## src/rtl/ctrl_pkg.sv

```systemverilog
// rtl/ctrl_pkg.sv - shared encodings for the multi-cycle RV32I control path
package ctrl_pkg;

  // Major opcodes the datapath executes
  localparam logic [6:0] OP_LOAD   = 7'b0000011;
  localparam logic [6:0] OP_STORE  = 7'b0100011;
  localparam logic [6:0] OP_BRANCH = 7'b1100011;
  localparam logic [6:0] OP_OPIMM  = 7'b0010011;
  localparam logic [6:0] OP_OP     = 7'b0110011;

  // Branch funct3 values handled in BRANCH
  localparam logic [2:0] F3_BEQ = 3'b000;
  localparam logic [2:0] F3_BNE = 3'b001;

  // Controller states
  typedef logic [3:0] state_t;
  localparam state_t S_RST_WAIT = 4'd0;
  localparam state_t S_FETCH    = 4'd1;
  localparam state_t S_DECODE   = 4'd2;
  localparam state_t S_MEMADR   = 4'd3;
  localparam state_t S_MEMRD    = 4'd4;
  localparam state_t S_MEMWB    = 4'd5;
  localparam state_t S_MEMWR    = 4'd6;
  localparam state_t S_EXEC_R   = 4'd7;
  localparam state_t S_EXEC_I   = 4'd8;
  localparam state_t S_ALUWB    = 4'd9;
  localparam state_t S_BRANCH   = 4'd10;
  localparam state_t S_TRAP     = 4'd11;

  // Immediate generator format select
  typedef enum logic [1:0] {
    IMM_I    = 2'b00,
    IMM_S    = 2'b01,
    IMM_B    = 2'b10,
    IMM_NONE = 2'b11
  } imm_sel_e;

  // ALU operand B source
  typedef enum logic [1:0] {
    SRCB_RS2  = 2'b00,
    SRCB_FOUR = 2'b01,
    SRCB_IMM  = 2'b10
  } srcb_e;

  // ALU operation class handed to the ALU decoder
  typedef enum logic [1:0] {
    ALU_ADD   = 2'b00,
    ALU_SUB   = 2'b01,
    ALU_FUNCT = 2'b10
  } aluop_e;

  // States that hold mem_req and therefore run the wait timer
  function automatic logic is_mem_state(input state_t s);
    return (s == S_FETCH) || (s == S_MEMRD) || (s == S_MEMWR);
  endfunction

endpackage

```

## src/rtl/mem_wait_timer.sv

```systemverilog
// rtl/mem_wait_timer.sv - memory wait-cycle counter with expiry flag
module mem_wait_timer #(
  parameter int unsigned MEM_TIMEOUT = 16
) (
  input  logic clk,
  input  logic rst_n,
  input  logic clr,
  input  logic en,
  output logic expired
);

  localparam int unsigned W = (MEM_TIMEOUT > 1) ? $clog2(MEM_TIMEOUT) : 1;
  // Count value during the MEM_TIMEOUT-th waiting cycle
  localparam logic [W-1:0] LAST = W'((MEM_TIMEOUT == 0) ? 0 : MEM_TIMEOUT - 1);

  logic [W-1:0] cnt;

  // A timeout of 0 never expires; the counter then simply free-runs
  assign expired = (MEM_TIMEOUT != 0) && (cnt == LAST);

  // Count waiting cycles; clear wins, and the count parks once expired
  always_ff @(posedge clk or negedge rst_n) begin
    if (!rst_n) begin
      cnt <= '0;
    end else if (clr) begin
      cnt <= '0;
    end else if (en && !expired) begin
      cnt <= cnt + W'(1);
    end
  end

endmodule

```

## src/rtl/multicycle_ctrl.sv

```systemverilog
// rtl/multicycle_ctrl.sv - multi-cycle control FSM for the RV32I subset datapath
module multicycle_ctrl
  import ctrl_pkg::*;
#(
  parameter int unsigned MEM_TIMEOUT   = 16,
  parameter int unsigned RESET_PC_HOLD = 1
) (
  input  logic       clk,
  input  logic       rst_n,
  input  logic [6:0] opcode,
  input  logic [2:0] funct3,
  input  logic       zero,
  input  logic       mem_ready,
  output logic       mem_req,
  output logic       mem_we,
  output logic       addr_sel,
  output logic       ir_write,
  output logic       pc_write,
  output logic       pc_src,
  output logic [1:0] imm_sel,
  output logic       alu_src_a,
  output logic [1:0] alu_src_b,
  output logic [1:0] alu_op,
  output logic       reg_write,
  output logic       wb_sel,
  output logic       retire,
  output logic       illegal
);

  state_t      state;
  state_t      state_nxt;
  logic [31:0] hold_cnt;
  logic        hold_done;
  logic        in_mem;
  logic        timer_clr;
  logic        expired;

  // RST_WAIT always lasts at least one cycle, even with a hold of 0
  assign hold_done = (hold_cnt + 32'd1) >= RESET_PC_HOLD;

  // Restart the wait count on every entry to a memory state, including
  // MEMWR -> FETCH where both sides hold mem_req
  assign in_mem    = is_mem_state(state);
  assign timer_clr = !in_mem || (state_nxt != state);

  mem_wait_timer #(
    .MEM_TIMEOUT(MEM_TIMEOUT)
  ) u_mem_wait_timer (
    .clk    (clk),
    .rst_n  (rst_n),
    .clr    (timer_clr),
    .en     (in_mem),
    .expired(expired)
  );

  // State register
  always_ff @(posedge clk or negedge rst_n) begin
    if (!rst_n) begin
      state <= S_RST_WAIT;
    end else begin
      state <= state_nxt;
    end
  end

  // Cycles spent in RST_WAIT before the first fetch
  always_ff @(posedge clk or negedge rst_n) begin
    if (!rst_n) begin
      hold_cnt <= '0;
    end else if (state == S_RST_WAIT) begin
      hold_cnt <= hold_cnt + 32'd1;
    end else begin
      hold_cnt <= '0;
    end
  end

  // Next-state and control decode; mem_ready wins over an expiring timer
  always_comb begin
    state_nxt = state;
    mem_req   = 1'b0;
    mem_we    = 1'b0;
    addr_sel  = 1'b0;
    ir_write  = 1'b0;
    pc_write  = 1'b0;
    pc_src    = 1'b0;
    imm_sel   = IMM_NONE;
    alu_src_a = 1'b0;
    alu_src_b = SRCB_RS2;
    alu_op    = ALU_ADD;
    reg_write = 1'b0;
    wb_sel    = 1'b0;
    retire    = 1'b0;
    illegal   = 1'b0;

    case (state)
      S_RST_WAIT: begin
        if (hold_done) state_nxt = S_FETCH;
      end

      S_FETCH: begin
        mem_req   = 1'b1;
        alu_src_b = SRCB_FOUR;
        if (mem_ready) begin
          ir_write  = 1'b1;
          pc_write  = 1'b1;
          state_nxt = S_DECODE;
        end else if (expired) begin
          state_nxt = S_TRAP;
        end
      end

      S_DECODE: begin
        // Branch target lands in the ALU-out register for BRANCH to use
        imm_sel   = IMM_B;
        alu_src_b = SRCB_IMM;
        case (opcode)
          OP_LOAD, OP_STORE: state_nxt = S_MEMADR;
          OP_OP:             state_nxt = S_EXEC_R;
          OP_OPIMM:          state_nxt = S_EXEC_I;
          OP_BRANCH:         state_nxt = S_BRANCH;
          default:           state_nxt = S_TRAP;
        endcase
      end

      S_MEMADR: begin
        imm_sel   = (opcode == OP_STORE) ? IMM_S : IMM_I;
        alu_src_a = 1'b1;
        alu_src_b = SRCB_IMM;
        state_nxt = (opcode == OP_STORE) ? S_MEMWR : S_MEMRD;
      end

      S_MEMRD: begin
        mem_req  = 1'b1;
        addr_sel = 1'b1;
        if (mem_ready) begin
          state_nxt = S_MEMWB;
        end else if (expired) begin
          state_nxt = S_TRAP;
        end
      end

      S_MEMWB: begin
        reg_write = 1'b1;
        wb_sel    = 1'b1;
        retire    = 1'b1;
        state_nxt = S_FETCH;
      end

      S_MEMWR: begin
        mem_req  = 1'b1;
        mem_we   = 1'b1;
        addr_sel = 1'b1;
        if (mem_ready) begin
          retire    = 1'b1;
          state_nxt = S_FETCH;
        end else if (expired) begin
          state_nxt = S_TRAP;
        end
      end

      S_EXEC_R: begin
        alu_src_a = 1'b1;
        alu_op    = ALU_FUNCT;
        state_nxt = S_ALUWB;
      end

      S_EXEC_I: begin
        imm_sel   = IMM_I;
        alu_src_a = 1'b1;
        alu_src_b = SRCB_IMM;
        alu_op    = ALU_FUNCT;
        state_nxt = S_ALUWB;
      end

      S_ALUWB: begin
        reg_write = 1'b1;
        retire    = 1'b1;
        state_nxt = S_FETCH;
      end

      S_BRANCH: begin
        // rs1 - rs2 drives zero; the PC takes the precomputed target
        alu_src_a = 1'b1;
        alu_op    = ALU_SUB;
        pc_src    = 1'b1;
        if (funct3 == F3_BEQ) begin
          pc_write  = zero;
          retire    = 1'b1;
          state_nxt = S_FETCH;
        end else if (funct3 == F3_BNE) begin
          pc_write  = !zero;
          retire    = 1'b1;
          state_nxt = S_FETCH;
        end else begin
          state_nxt = S_TRAP;
        end
      end

      S_TRAP: begin
        illegal = 1'b1;
      end

      default: begin
        state_nxt = S_TRAP;
      end
    endcase
  end

endmodule

```

## config.mk

```make
export PLATFORM = sky130hd
export DESIGN_NAME = multicycle_ctrl
export DESIGN_NICKNAME = d
export VERILOG_FILES = /design/src/rtl/ctrl_pkg.sv /design/src/rtl/mem_wait_timer.sv /design/src/rtl/multicycle_ctrl.sv
export SDC_FILE = /design/constraint.sdc
export NUM_CORES = 1
export LEC_CHECK = 0
export CELL_PAD_IN_SITES_DETAIL_PLACEMENT = 1
export CELL_PAD_IN_SITES_GLOBAL_PLACEMENT = 2
export CORE_ASPECT_RATIO = 0.7
export CORE_MARGIN = 2
export CORE_UTILIZATION = 28
export CTS_CLUSTER_DIAMETER = 50
export CTS_CLUSTER_SIZE = 14
export DETAILED_ROUTE_END_ITERATION = 8
export HOLD_SLACK_MARGIN = 0.02
export PLACE_DENSITY = 0.75
export SLEW_MARGIN = 20
export SYNTH_ARGS = -nofsm -noshare
export SYNTH_HDL_FRONTEND = slang
export SYNTH_HIERARCHICAL = 1
export SYNTH_SLANG_ARGS = --single-unit
```

## constraint.sdc

```tcl
create_clock -name clk -period 7.1 [get_ports clk]
set_clock_uncertainty 0.2 [all_clocks]
set_input_delay 1.065 -clock clk [delete_from_list [all_inputs] [get_ports clk]]
set_output_delay 1.065 -clock clk [all_outputs]
set_load 0.02 [all_outputs]
```

## Word level (Yosys, flattened, before mapping)

Cells that the tools add are included.

- Word-level logic and storage cells: 75
- Register bits: 40
- Input port bits: 14
- Output and inout port bits: 17

- $add $sub $neg: 2
- Mux-type cells: 33
- Eq/ne operators: 19
- $lt $le $gt $ge: 1
- Reductions and logical operators: 17

Operators with widths:

| kind | number |
|---|---|
| $pmux W4 S10 | 1 |
| $mux W4 | 9 |
| $add A32 B1 Y32 const B | 1 |
| $ge A32 B1 Y1 const B | 1 |
| $mux W32 | 1 |
| $eq A4 B4 Y1 const B | 5 |
| $eq A4 B3 Y1 const B | 4 |
| $pmux W4 S4 | 1 |
| $mux W1 | 15 |
| $eq A7 B6 Y1 const B | 2 |
| $eq A4 B2 Y1 const B | 2 |
| $pmux W2 S2 | 2 |
| $reduce_or A2 Y1 | 4 |
| $eq A7 B2 Y1 const B | 1 |
| $eq A7 B5 Y1 const B | 1 |
| $eq A7 B7 Y1 const B | 1 |
| $pmux W2 S3 | 1 |
| $reduce_or A3 Y1 | 2 |
| $add A4 B1 Y4 const B | 1 |
| $eq A4 B1 Y1 const B | 1 |
| $logic_not A4 Y1 | 1 |
| $ne A4 B4 Y1 | 1 |
| $reduce_or A4 Y1 | 1 |
| $eq A3 B1 Y1 const B | 1 |
| other kinds (8) | 12 |

## Depth between registers and ports, before layout

Gate-level depths: netlist (run 1).

- Depth after elaboration: 7
- Mapped depth: 9
- Mapped depth without buffers: 9

## Modules after synthesis

Netlist (run 1), hierarchy kept.

By module, submodules not included:

| module | seq. area each (sq um) | cells an instance | times used | area an instance (sq um) |
|---|---|---|---|---|
| multicycle_ctrl | 900.9 | 312 | 1 | 2638.8 |
| mem_wait_timer | 100.1 | 20 | 1 | 229.0 |

## Worst setup path after synthesis (run 1)

OpenSTA, ideal clock, no wires.

- Path kind: input to output
- Start point: input opcode[3]
- End point: output imm_sel[0]
- Setup slack: 3.650 ns
- Data required time: 5.835 ns
- Buffers on the path: 0
- Arrival: 2.185 ns
- Stages on the path: 3
- Path through: nor4_1 -> nand3_1 -> o31ai_1

- Word-level cells in the longest chain between the ends: 3

RTL lines:

| what | RTL line | text |
|---|---|---|
| from (decl) | multicycle_ctrl.sv:10 | `input logic [6:0] opcode,` |
| $eq A7 B6 Y1 | multicycle_ctrl.sv:125 | `imm_sel = (opcode == OP_STORE) ? IMM_S : IMM_I;` |
| $mux W1 | multicycle_ctrl.sv:125 |  |
| $pmux W2 S3 | multicycle_ctrl.sv:94 | `case (state)` |
| to (decl) | multicycle_ctrl.sv:20 | `output logic [1:0] imm_sel,` |

Every way passes these cells.

## Final worst setup path (run 1)

Same ends and word-level chain as after synthesis.

==> results of run 1 <==
state kept, by name, indices dropped and copies added (netlist names):
name / flops
hold_cnt: 32
state: 4
u_mem_wait_timer/cnt: 4
power breakdown:
group | switching (mW) | internal [mW] | leakage [nW]
Combinational | 0.206 | 0.161 | 0.663
Clock | 0.0968 | 0.165 | 0.0798
Sequential | 0.0485 | 0.242 | 0.550
layout make-up:
type | instances | area (um2)
Clock inverter | 3 | 42.5
Multi-Input combinational cell | 265 | 1740
Fill cell | 1174 | 6430
Sequential cell | 40 | 1000
Tap cell | 128 | 160
Inverter | 9 | 33.8
Clock buffer | 5 | 125
Timing Repair Buffer | 31 | 303
through the flow:
step	cells	power (mW)
after global routing	481	0.978
after detailed placement	473	0.665
after CTS	481	0.930
after global placement	473	0.663
final	481	0.919
after floorplan	332	0.513
placed cells by master (no fill, tap or decap), types with 9 or more instances in the layout:
master / instances
nand2_1: 25
nand3_1: 14
clkdlybuf4s50_1: 29
nand2b_1: 10
inv_1: 9
dfrtp_1: 40
nor2_1: 49
a21oi_1: 11
xor2_1: 14
xnor2_1: 16
nand4_1: 9
nor3_1: 14
routing by layer:
metal  up-vias  wire [um]  share of wire  GRT usage
met5         -          0              0          0
met4         0         39         0.0051     0.0182
met3         6        249          0.033     0.0254
met2        31       3100           0.41      0.213
met1      1244       4250           0.56      0.222
li1       1229          -              -          -
logic make-up (layout without fill, tap and decap cells):
| logic type | after synthesis | in the layout | share of synthesized area |
|---|---|---|---|
| adders and majority gates | 4 | 4 | 0.0175 |
| AOI/OAI and AO/OA | 49 | 49 | 0.114 |
| xor gates and xnor gates | 30 | 30 | 0.0916 |
| muxes | 8 | 8 | 0.0314 |
| and+or+nand+nor | 174 | 174 | 0.353 |
| buffers and inverters | 27 | 48 | 0.0441 |
| DFF | 40 | 40 | 0.349 |
path summary, 6_finish.rpt:
kind	start	to	slack (ns)
setup / recovery	opcode[3]	imm_sel[0]	2.71
hold / removal	hold_cnt[0]	hold_cnt[0]	0.35
setup reg to reg	hold_cnt[2]	state[0]	4.13
hold reg to reg	hold_cnt[0]	hold_cnt[0]	0.35
max in group asynchronous	rst_n	hold_cnt[15]	5.39
min in group asynchronous	rst_n	hold_cnt[26]	0.73
==> run summary, run 1 <==
Bufs on Longest Clock Path - 2
Cell count after synthesis - 332
Core Box Area - 9830 um2
Distinct cell type count after synthesis - 64
Tmin final - 4.39 ns
Total track usage - 0.143
Crit Path Max Fanout - 4
Hold depth - 1
Gp weighted congestion - 0.779
Level count of the clock H-tree - 2
Place WS - 2.70 ns
Cell-by-cell trace of the critical path - clkdlybuf4s50_1 > nor4_1 > nand3_1 > o31ai_1 > clkdlybuf4s50_1
TritonCTS buffer count - 5
Seq/Total Area, Yosys - 0.349
WS Path Type - in -> out
Ratio of cells with drive above 1 in the final layout - 0.108
Drt first-iter violations - 71
CP Buf/Inv Count - 2
Setup TNS - 0 ns
Cell taking the most area after synthesis - dfrtp_1
TritonCTS clock tree - built
Clock-pin slew on the worst setup and hold paths - 0.06 ns
Worst r2r path cells - 7
Die H - 88.7 um
Port-buffer cells - 30
HP Class - reg -> reg
Initial antenna violation count - 0
Mean cell area of the mapped netlist - 8.64 um2
Fin util - 0.346
Row Count - 30
Setup crit start kind - primary input
CP max stage cell - clkdlybuf4s50_1
RSZ-0062 raised after global routing - false
FFs w/ async S/R, synth - 1.00
Slew of the pin with the lowest slew margin - 0.939 ns
Post-CTS sizing - 0
Clk root buf - clkbuf_16
Hold Vio Cnt, Final - 0
Synth Flop Type - dfrtp_1
Initial Utilization - 0.292
Global route overflow - 0
Die area - 11100 um2
Clock Latency Late Sink - 0.28 ns
Chip Width - 125 um
Number of synthesized flops with an enable pin - 0
Area of the mapped netlist - 2870 um2
Synth warn - 6
Post-synth net total - 350
Wire length per cell - 15.9 um
Top-area cell type share of the netlist area - 0.349
Hold-fix buffers at CTS - 0
Fin crit share - 0.618
Ant. Diodes - 0
Vias per std cell - 5.22
P per Cell Area - 270 nW/um2
First-pass DRT Iterations - 4
Final setup margin - 2.71 ns
Antenna-violating nets left - 0
Slew Limit Fails - 0
Most numerous cell in the Yosys netlist - nor2_1
Delay of the slowest critical-path stage - 0.64 ns
Routed WL - 7640 um
Max-slew headroom - 0.374
Critical path endpoint category - primary output
Area grow syn2layout - 18.8%
Achievable frequency - 228 MHz
Max IR drop VDD - 0.0991 mV
# DRC - 0
Pleak - 1.29 nW
Placed cell area - 3240 um2
Number of setup buffers added after CTS - 0
WHS - 0.351 ns
Fin area - 3410 um2
Status - completed
WP data required - 5.83 ns
Worst path depth - 5
Top post-synthesis cells by area - dfrtp_1, nor2_1, xnor2_1
FF+latch count, synth - 40
Sink Count - 40
Synth cell count leaders - nor2_1, dfrtp_1, nand2_1
# setup viols final - 0
Ports - 31
Via count - 2510
Largest net degree at the start of global routing - 41
Wire length of the first global-routing pass - 13000 um
Layout net count - 370
MaxCap Viol Count - 0
WP data arrival - 3.12 ns
HPWL Detailed - 5600 um
CP dominant cell by count - clkdlybuf4s50_1
Cell family with most CP delay - buffers and inverters
Vias in the first global route - 2539
(Power assumes the default switching activity.)
==> run 2, diff against run 1 <==
--- a/config.mk
+++ b/config.mk
@@ -14,7 +14,7 @@
 export CTS_CLUSTER_SIZE = 14
 export DETAILED_ROUTE_END_ITERATION = 8
 export HOLD_SLACK_MARGIN = 0.02
-export PLACE_DENSITY = 0.75
+export PLACE_DENSITY = 0.77
 export SLEW_MARGIN = 20
 export SYNTH_ARGS = -nofsm -noshare
 export SYNTH_HDL_FRONTEND = slang
==> constraint.sdc (replaced) <==
create_clock -name clk -period 3.8 [get_ports clk]
set_clock_uncertainty 0.2 [all_clocks]
set_input_delay 0.57 -clock clk [delete_from_list [all_inputs] [get_ports clk]]
set_output_delay 0.57 -clock clk [all_outputs]
set_load 0.02 [all_outputs]
==> run summary, run 2 (synthesis gave the netlist of run 1 again) <==
Area grow syn2layout - 18.0%
Ratio of cells with drive above 1 in the final layout - 0.102
Bufs on Longest Clock Path - 2
Commonest non-fill, non-tap cells in the layout - nor2_1, dfrtp_1, clkdlybuf4s50_1, nand2_1, xnor2_1
Fin crit share - 0.895
Die area - 11100 um2
Initial Utilization - 0.292
Setup crit start kind - primary input
Hold-fix buffers at CTS - 0
Die H - 88.7 um
Worst r2r path cells - 7
CP dominant cell by count - clkdlybuf4s50_1
Via count - 2493
Ant. Diodes - 0
Delay of the slowest critical-path stage - 0.64 ns
HPWL Detailed - 5630 um
Hold Vio Cnt, Final - 0
TritonCTS buffer count - 5
Routed WL - 7580 um
TritonCTS clock tree - built
Largest net degree at the start of global routing - 41
Tmin final - 3.40 ns
Met2 WL post-DR - 3280 um
WP data required - 3.03 ns
Total track usage - 0.143
WS Path Type - in -> out
Antenna-violating nets left - 0
Status - completed
Level count of the clock H-tree - 2
First-pass DRT Iterations - 4
HP Class - in -> async
Setup TNS - 0 ns
Global route overflow - 0
Port-buffer cells - 30
# DRC - 0
Row Count - 30
Number of setup buffers added after CTS - 0
Placed instance count - 473
MaxCap Viol Count - 0
# setup viols final - 0
Initial antenna violation count - 0
Clock Latency Late Sink - 0.28 ns
Worst R2R Setup Slack - 0.83 ns
Critical path endpoint category - primary output
Wire length of the first global-routing pass - 12900 um
Chip Width - 125 um
Routed wire length on met3 - 179 um
Most common cell after layout, fill and taps aside - nor2_1
Achievable frequency - 294 MHz
Sink Count - 40
Post-CTS sizing - 0
Max Used Layer - met4
Max reg flops - 32
Worst reg2reg path startpoint - hold_cnt[2]
Crit Path Max Fanout - 4
Max IR drop VDD - 0.165 mV
Gp weighted congestion - 0.770
Slew of the pin with the lowest slew margin - 0.939 ns
M1 WL - 4050 um
Slew Limit Fails - 0
WP data arrival - 2.63 ns
Non-Filler Instances - 481
Biggest register - hold_cnt
Drt first-iter violations - 114
Ports - 31
Core Box Area - 9830 um2
CP max stage cell - clkdlybuf4s50_1
Pleak - 1.28 nW
FF-to-FF End - state[0]
Vias per std cell - 5.18
Largest regs - hold_cnt (32), state (4), u_mem_wait_timer/cnt (4)
Layout net count - 370
RSZ-0062 raised after global routing - false
Clock-pin slew on the worst setup and hold paths - 0.06 ns
Cell-by-cell trace of the critical path - clkdlybuf4s50_1 > nor4_1 > nand3_1 > o31ai_1 > clkdlybuf4s50_1
Vias in the first global route - 2538
Clk root buf - clkbuf_16
P per Cell Area - 489 nW/um2
Wire length per cell - 15.7 um
Max-slew headroom - 0.374
[run 2: worst max-delay path by stage]
stage / endpoint / cells after the start / slack, ns / start
2_1_floorplan: pc_write / 4 / 1.22 / state[0]
3_3_place_gp: imm_sel[0] / 5 / 0.52 / opcode[3]
3_5_place_dp: imm_sel[0] / 5 / 0.36 / opcode[3]
4_1_cts: imm_sel[0] / 5 / 0.37 / opcode[3]
5_1_grt: imm_sel[0] / 5 / 0.24 / opcode[2]
6_report: imm_sel[0] / 5 / 0.40 / opcode[3]
[run 2: where the power goes]
part | total [mW] | internal [mW] | switching (mW)
combinational | 0.682 | 0.300 | 0.382
clock | 0.428 | 0.262 | 0.166
sequential | 0.543 | 0.453 | 0.0902
total | 1.65 | 1.01 | 0.639
[run 2: critical path, delay by kind of cell]
kind,cells,cell delay (ns)
compound gates,1,0.22
simple gates,2,0.76
buf+inv,2,1.08
[run 2: final cells by class]
type | instances | area (um2)
timing repair buffer | 31 | 303
multi-input combinational | 265 | 1740
tap | 128 | 160
clock buffer | 8 | 146
fill | 1163 | 6450
inverter | 9 | 33.8
sequential | 40 | 1000
[run 2: layer usage]
layer / track usage / vias to the layer above
li1: - / 1229
met1: 0.207 / 1227
met2: 0.226 / 30
met3: 0.0266 / 7
met4: 0.0273 / 0
met5: 0 / -
[run 2: per-stage QoR]
stage               hold slack [ns]  power [mW]  utilization  instance area, um2  setup WS, ns
floorplan                    0.0744       0.958            -                2870          1.22
global placement              0.335        1.23        0.329                3240         0.518
detailed placement            0.338        1.24        0.329                3240         0.363
CTS                           0.264        1.68        0.344                3380         0.369
global route                  0.302        1.76        0.344                3380         0.238
finish                        0.230        1.65        0.344                3380         0.398
==> run 3, diff against run 2 <==
--- a/config.mk
+++ b/config.mk
@@ -8,8 +8,9 @@
 export CELL_PAD_IN_SITES_DETAIL_PLACEMENT = 1
 export CELL_PAD_IN_SITES_GLOBAL_PLACEMENT = 2
 export CORE_ASPECT_RATIO = 0.7
-export CORE_MARGIN = 2
+export CORE_MARGIN = 4
 export CORE_UTILIZATION = 28
+export CTS_BUF_LIST = sky130_fd_sc_hd__clkbuf_8
 export CTS_CLUSTER_DIAMETER = 50
 export CTS_CLUSTER_SIZE = 14
 export DETAILED_ROUTE_END_ITERATION = 8
==> run summary, run 3 (synthesis gave the netlist of run 1 again) <==
Status - completed
Layout net count - 370
Total track usage - 0.131
MaxCap Viol Count - 0
Largest regs - hold_cnt (32), state (4), u_mem_wait_timer/cnt (4)
Commonest non-fill, non-tap cells in the layout - nor2_1, dfrtp_1, clkdlybuf4s50_1, nand2_1, xnor2_1
Ports - 31
Achievable frequency - 300 MHz
Number of setup buffers added after CTS - 0
Slew Limit Fails - 0
Initial antenna violation count - 0
HP Class - in -> async
Max IR drop VDD - 0.146 mV
Die area - 12000 um2
Bufs on Longest Clock Path - 2
RSZ-0062 raised after global routing - false
Ant. Diodes - 0
Core Box Area - 9830 um2
Largest net degree at the start of global routing - 41
Post-CTS sizing - 0
Via count - 2505
Setup TNS - 0 ns
Clock Latency Late Sink - 0.29 ns
WHS - 0.198 ns
TritonCTS clock tree - built
Global route overflow - 0
Place WS - 0.453 ns
WP data arrival - 2.56 ns
Clock-pin slew on the worst setup and hold paths - 0.09 ns
Total Power - 1.58 mW
Pleak - 1.27 nW
First-pass DRT Iterations - 4
Chip Width - 129 um
Drt first-iter violations - 106
WS Path Type - in -> out
Initial Utilization - 0.292
Vias per std cell - 5.21
WP data required - 3.03 ns
Sink Count - 40
Ratio of cells with drive above 1 in the final layout - 0.108
Max-slew headroom - 0.384
TritonCTS buffer count - 5
Tmin final - 3.33 ns
HPWL Detailed - 5640 um
Hold Vio Cnt, Final - 0
Final setup margin - 0.468 ns
Wire length of the first global-routing pass - 13000 um
Most common cell after layout, fill and taps aside - nor2_1
Area grow syn2layout - 16.8%
Antenna-violating nets left - 0
# DRC - 0
Slew of the pin with the lowest slew margin - 0.924 ns
Biggest register - hold_cnt
Fin util - 0.341
Clk root buf - clkbuf_8
Port-buffer cells - 30
Wire length per cell - 15.9 um
Level count of the clock H-tree - 2
Vias in the first global route - 2616
Die H - 92.7 um
Row Count - 30
Hold-fix buffers at CTS - 0
Gp weighted congestion - 0.722
Setup crit start kind - primary input
Crit Path Max Fanout - 4
P per Cell Area - 473 nW/um2
Critical path endpoint category - primary output
Max reg flops - 32
Fin crit share - 0.877
# setup viols final - 0
Routed WL - 7630 um
[run 3: cell types whose count changed in the layout (fill, tap and decap cells not counted), sizes merged]
cell / delta
clkbuf: -3
clkinv: +1
bufinv: +1
clkinvlp: +1
[run 3: area by class of cell]
class / instances / area [um2]
clock buffer: 5 / 68.8
fill: 1181 / 6480
tap: 128 / 160
clock inverter: 3 / 42.5
timing repair buffer: 31 / 303
inverter: 9 / 33.8
sequential: 40 / 1000
multi-input combinational: 265 / 1740
[run 3: routing by layer]
metal	global-route usage	share of wire	up-vias
met5	0	0	-
met4	0.0201	0.00039	0
met3	0.0225	0.025	2
met2	0.197	0.43	22
met1	0.200	0.54	1254
li1	-	-	1227
[run 3: path summary, 6_finish.rpt]
path | cells past startpoint | endpoint | slack [ns] | startpoint
worst min register to register | 1 | hold_cnt[0] | 0.35 | hold_cnt[0]
worst min-delay path | 1 | hold_cnt[24] | 0.20 | rst_n
worst max register to register | 7 | state[0] | 0.92 | hold_cnt[2]
max in group asynchronous | 1 | hold_cnt[2] | 2.61 | rst_n
min in group clk | 1 | hold_cnt[0] | 0.35 | hold_cnt[0]
worst max-delay path | 5 | imm_sel[0] | 0.47 | opcode[3]
[run 3: worst max-delay path: stages]
cell,delay [ns]
clkdlybuf4s50_1,0.44
nor4_1,0.51
nand3_1,0.19
o31ai_1,0.22
clkdlybuf4s50_1,0.64
[run 3: power by group]
group          total, mW  switching, mW  leakage [nW]  internal [mW]
Sequential         0.544         0.0917         0.550          0.452
Clock              0.358          0.163        0.0541          0.195
Combinational      0.682          0.382         0.663          0.300
Total               1.58          0.637          1.27          0.946
[run 3: per-stage QoR]
stage / instance area (um2) / cells
2_1_floorplan: 2870 / 332
3_3_place_gp: 3240 / 473
3_5_place_dp: 3240 / 473
4_1_cts: 3350 / 481
5_1_grt: 3350 / 481
6_report: 3350 / 481
